===== src/rtl/rx_frame_buffer.sv =====
// Purpose: buffers good UART RX frames in a FWFT FIFO, tracks overrun and saturating parity/stop error counts.
// Latency: a good frame shows on RD_DATA one cycle after its valid rising edge when the FIFO was empty.
// Backpressure: none toward the receiver; a frame arriving into a full FIFO without a same-cycle pop is dropped and flagged.
module rx_frame_buffer #(
    parameter int DATA_WIDTH = 8,
    parameter int DEPTH      = 8,
    parameter int CNT_WIDTH  = 8
) (
    input  logic                      CLK,
    input  logic                      RST,
    input  logic [DATA_WIDTH-1:0]     RX_P_DATA,
    input  logic                      RX_DATA_VALID,
    input  logic                      RX_PAR_ERR,
    input  logic                      RX_STOP_ERR,
    input  logic                      RD_EN,
    input  logic                      CLR_ERR,
    output logic [DATA_WIDTH-1:0]     RD_DATA,
    output logic                      RD_VALID,
    output logic                      FIFO_FULL,
    output logic [$clog2(DEPTH):0]    FIFO_COUNT,
    output logic                      OVERRUN,
    output logic [CNT_WIDTH-1:0]      PAR_ERR_CNT,
    output logic [CNT_WIDTH-1:0]      STOP_ERR_CNT
);

    localparam int                   PTR_W    = $clog2(DEPTH);
    localparam logic [PTR_W:0]       FULL_CNT = (PTR_W+1)'(DEPTH);
    localparam logic [CNT_WIDTH-1:0] CNT_MAX  = '1;

    logic [DATA_WIDTH-1:0] mem [DEPTH];
    logic [PTR_W-1:0]      wr_ptr;
    logic [PTR_W-1:0]      rd_ptr;
    logic [PTR_W:0]        count;
    logic                  prev_vld;
    logic                  prev_par;
    logic                  prev_stop;
    logic                  overrun_q;
    logic [CNT_WIDTH-1:0]  par_cnt;
    logic [CNT_WIDTH-1:0]  stop_cnt;

    logic frame_evt;
    logic good_frame;
    logic par_rise;
    logic stop_rise;
    logic not_empty;
    logic full;
    logic pop;
    logic push;
    logic drop;

    assign frame_evt  = RX_DATA_VALID & ~prev_vld;
    assign good_frame = frame_evt & ~RX_PAR_ERR & ~RX_STOP_ERR;
    assign par_rise   = RX_PAR_ERR & ~prev_par;
    assign stop_rise  = RX_STOP_ERR & ~prev_stop;

    assign not_empty  = (count != '0);
    assign full       = (count == FULL_CNT);
    assign pop        = RD_EN & not_empty;
    // A pop in the same cycle frees the slot, so a full FIFO can still accept.
    assign push       = good_frame & (~full | pop);
    assign drop       = good_frame & full & ~pop;

    always_ff @(posedge CLK or negedge RST) begin
        if (!RST) begin
            prev_vld  <= 1'b0;
            prev_par  <= 1'b0;
            prev_stop <= 1'b0;
        end else begin
            prev_vld  <= RX_DATA_VALID;
            prev_par  <= RX_PAR_ERR;
            prev_stop <= RX_STOP_ERR;
        end
    end

    always_ff @(posedge CLK or negedge RST) begin
        if (!RST) begin
            wr_ptr <= '0;
            rd_ptr <= '0;
            count  <= '0;
        end else begin
            if (push) begin
                wr_ptr <= wr_ptr + PTR_W'(1);
            end
            if (pop) begin
                rd_ptr <= rd_ptr + PTR_W'(1);
            end
            case ({push, pop})
                2'b10:   count <= count + (PTR_W+1)'(1);
                2'b01:   count <= count - (PTR_W+1)'(1);
                default: count <= count;
            endcase
        end
    end

    // Storage is not reset; reads are masked by not_empty instead.
    always_ff @(posedge CLK) begin
        if (push) begin
            mem[wr_ptr] <= RX_P_DATA;
        end
    end

    always_ff @(posedge CLK or negedge RST) begin
        if (!RST) begin
            overrun_q <= 1'b0;
        end else if (drop) begin
            overrun_q <= 1'b1;
        end else if (CLR_ERR) begin
            overrun_q <= 1'b0;
        end
    end

    // A rising error edge coincident with a clear leaves the counter at one.
    always_ff @(posedge CLK or negedge RST) begin
        if (!RST) begin
            par_cnt  <= '0;
            stop_cnt <= '0;
        end else begin
            if (par_rise) begin
                if (CLR_ERR) begin
                    par_cnt <= CNT_WIDTH'(1);
                end else if (par_cnt != CNT_MAX) begin
                    par_cnt <= par_cnt + CNT_WIDTH'(1);
                end
            end else if (CLR_ERR) begin
                par_cnt <= '0;
            end

            if (stop_rise) begin
                if (CLR_ERR) begin
                    stop_cnt <= CNT_WIDTH'(1);
                end else if (stop_cnt != CNT_MAX) begin
                    stop_cnt <= stop_cnt + CNT_WIDTH'(1);
                end
            end else if (CLR_ERR) begin
                stop_cnt <= '0;
            end
        end
    end

    assign RD_DATA      = not_empty ? mem[rd_ptr] : '0;
    assign RD_VALID     = not_empty;
    assign FIFO_FULL    = full;
    assign FIFO_COUNT   = count;
    assign OVERRUN      = overrun_q;
    assign PAR_ERR_CNT  = par_cnt;
    assign STOP_ERR_CNT = stop_cnt;

endmodule


===== config.mk =====
export PLATFORM = sky130hd
export DESIGN_NAME = rx_frame_buffer
export DESIGN_NICKNAME = d
export VERILOG_FILES = /design/src/rtl/rx_frame_buffer.sv
export SDC_FILE = /design/constraint.sdc
export NUM_CORES = 1
export LEC_CHECK = 0
export ABC_AREA = 0
export BUFFER_PORTS_ARGS = -buffer_cell sky130_fd_sc_hd__buf_4
export CAP_MARGIN = 25
export CORE_MARGIN = 2
export CORE_UTILIZATION = 60
export CTS_BUF_LIST = sky130_fd_sc_hd__clkbuf_8
export DETAILED_ROUTE_END_ITERATION = 8
export PLACE_DENSITY = 0.81
export SETUP_SLACK_MARGIN = 0.15
export SYNTH_ARGS = -nofsm -noshare
export SYNTH_HDL_FRONTEND = slang
export SYNTH_SLANG_ARGS = --single-unit
export TNS_END_PERCENT = 50

===== constraint.sdc =====
create_clock -name CLK -period 6.2 [get_ports CLK]
set_input_delay 0.93 -clock CLK [delete_from_list [all_inputs] [get_ports CLK]]
set_output_delay 0.93 -clock CLK [all_outputs]
set_load 0.05 [all_outputs]

==> run summary <==
Layout area overhead - 15.3%
Final Hold Vio Count - 0
Syn avg cell area - 15.3 um2
Hold_ws - 0.486 ns
Cell taking the most area after synthesis - edfxtp_1
Leakage - 1.81 nW
Clk root buf - clkbuf_8
Register area share after synthesis - 65.3%
Initial antenna violation count - 0
# Post-CTS Setup Buffers - 0
Crit Path Class - reg2out
Maxcap violations - 0
Pwr/cell area - 396 nW/um2
Worst-skew pair later-pin latency - 0.36 ns
Fin crit share - 50.2%
Clock sink count - 94
Slowest CP cell - nor4_2
Overall Global Routing Usage - 21.5%
Die Y - 86.6 um
Ys async rst share - 31.9%
H-tree depth - 3
Rows - 30
Max-slew violation count - 0
Switching part of the total - 38.5%
DRT Wirelength - 7560 um
Number of synthesized flops with an enable pin - 64
Cells after Synth - 268
Net switching power - 0.000721 W
CTS tree - done
Worst IR drop on VDD - 0.194 mV
Die width - 86.6 um
Drt initial violations - 149
Ranking of synthesized cells by area - edfxtp_1 (47%), dfrtp_1 (18%), mux4_2 (8.8%)
Seq cells post-synth - 94
Crit path launch type - flop
Int Pwr - 0.00115 W
Crit path cell chain - nor4_2, inv_1, buf_4
Vias in the first global route - 2,308
Final worst slack - 3.09 ns
Worst EP required - 5.27 ns
Core outline area - 6680 um2
Largest net degree at the start of global routing - 31
Cell Area, Placed - 4490 um2
Share of the synthesized area in the top cell type - 46.9%
Largest fanout on the critical path - 10
Vias/cell - 6.02
Die ar. - 7500 um2
Filler cell count - 454
Worst slack, placed - 2.87 ns
Routed Antenna Nets - 0
RSZ-0062 raised after global routing - false
Worst Skew - 0.0130 ns
Status - finished clean
Layout Nets - 339
Area of the mapped netlist - 4090 um2
Starting utilization of the core area - 61.3%
HP Class - in2async
Crit path arrival time - 2.18 ns
CTS Buf Count - 9
Maximum clock path buffer count - 2
DP HPWL - 4950 um
Final setup vio count - 0
Clock transition at path regs - 0.10 ns
I/O Buffers - 45
Placer Congestion - 0.849
Total power - 0.00187 W
Clk pwr share - 21.1%
Post-CTS Hold Buffers - 0
Final instance area - 4720 um2
Comb pwr share - 35.3%
Synth Warn # - 0
FMAX - 322 MHz
# diodes - 0
Post-synth cell types - 47
Vias - 2,434
Grt ovf - 0
Period minus WS final - 3.11 ns
Avg WL per Cell - 18.7 um
Drt pass-1 iters - 4
Slew @ Worst Pin - 0.967 ns
Setup Total Neg Slack - 0 ns
Worst setup EP type - primary output
Share of power burned in registers - 43.5%
Most common cell in the netlist - edfxtp_1
Resized Gates After CTS - 0
Layout cells sized above 1 - 28.7%
Net count of the mapped netlist - 288
CP max stage delay - 0.88 ns
Most used DFF post-synth - edfxtp_1
Most instantiated cells after synthesis - edfxtp_1 (64), dfrtp_1 (30), nor2_1 (27)
Max-slew headroom - 35.0%
Num ports - 46
# DRC - 0
First-pass GRT wire length - 12,000 um
==> logic make-up after synthesis <==
group / synth area share (%)
AOI/OAI and AO/OA: 4.55
xor gates and xnor gates: 2.78
DFF: 65.3
and+or+nand+nor: 11.4
buffers and inverters: 2.17
adders and majority gates: 1.53
muxes: 12.3
==> per-stage QoR <==
step	utilization (%)	std cells
final	70.7	404
after floorplan	-	268
after CTS	70.1	402
after global routing	70.7	404
after global placement	66.9	384
after detailed placement	67.2	386
==> worst paths after layout <==
kind | slack (ns) | start | cells past startpoint | end
min in group CLK | 0.54 | OVERRUN | 1 | OVERRUN
max reg2reg | 3.65 | prev_vld | 4 | mem[7][6]
max in group asynchronous | 5.41 | RST | 1 | PAR_ERR_CNT[5]
min reg2reg | 0.54 | OVERRUN | 1 | OVERRUN
max | 3.09 | FIFO_COUNT[1] | 3 | RD_VALID
min | 0.49 | RST | 1 | PAR_ERR_CNT[1]
==> area by class of cell <==
cell class	count	area, um2	share of cell area [%]
clock buffer	9	124	2.62
clock inverter	7	73.8	1.56
sequential	94	2670	56.6
multi-input combinational	159	1330	28.2
tap	80	100	2.12
inverter	4	15.0	0.318
timing repair buffer	51	403	8.53
==> state kept, by name, summed over array words and instances, names as in the netlist <==
name,flops
mem,64
OVERRUN,1
prev_stop,1
FIFO_COUNT,4
rd_ptr,3
prev_vld,1
wr_ptr,3
prev_par,1
PAR_ERR_CNT,8
STOP_ERR_CNT,8
==> cell usage in the layout, fill, tap and decap left out, types with 9 or more instances in the layout <==
master    instances
edfxtp_1         64
buf_4            49
dfrtp_1          30
nor2_1           27
mux4_2           16
nand2_1          15
mux2i_1          13
nand3_1           9
clkbuf_8          9
==> per-layer routing <==
layer | global-route usage (%) | vias to the layer above | wire, um
met4 | 6.82 | 0 | 68
li1 | - | 1139 | -
met5 | 0 | - | 0
met2 | 32.0 | 75 | 3710
met1 | 31.7 | 1214 | 3400
met3 | 5.62 | 6 | 372
==> critical path, delay by kind of cell, from the launching register on <==
kind | cells | cell delay [ns]
buffers and inverters | 2 | 0.43
DFF | 1 | 0.52
and+or+nand+nor | 1 | 0.88
==> power groups by stage <==
stage | Sequential [W] | Clock, W | Combinational [W]
2_1_floorplan | 0.000799 | 0 | 0.000519
3_3_place_gp | 0.000850 | 0 | 0.000603
3_5_place_dp | 0.000854 | 0 | 0.000617
4_1_cts | 0.000839 | 0.000406 | 0.000619
5_1_grt | 0.000829 | 0.000429 | 0.000699
6_report | 0.000815 | 0.000396 | 0.000661
No activity file was read; power rests on OpenSTA's default activity.
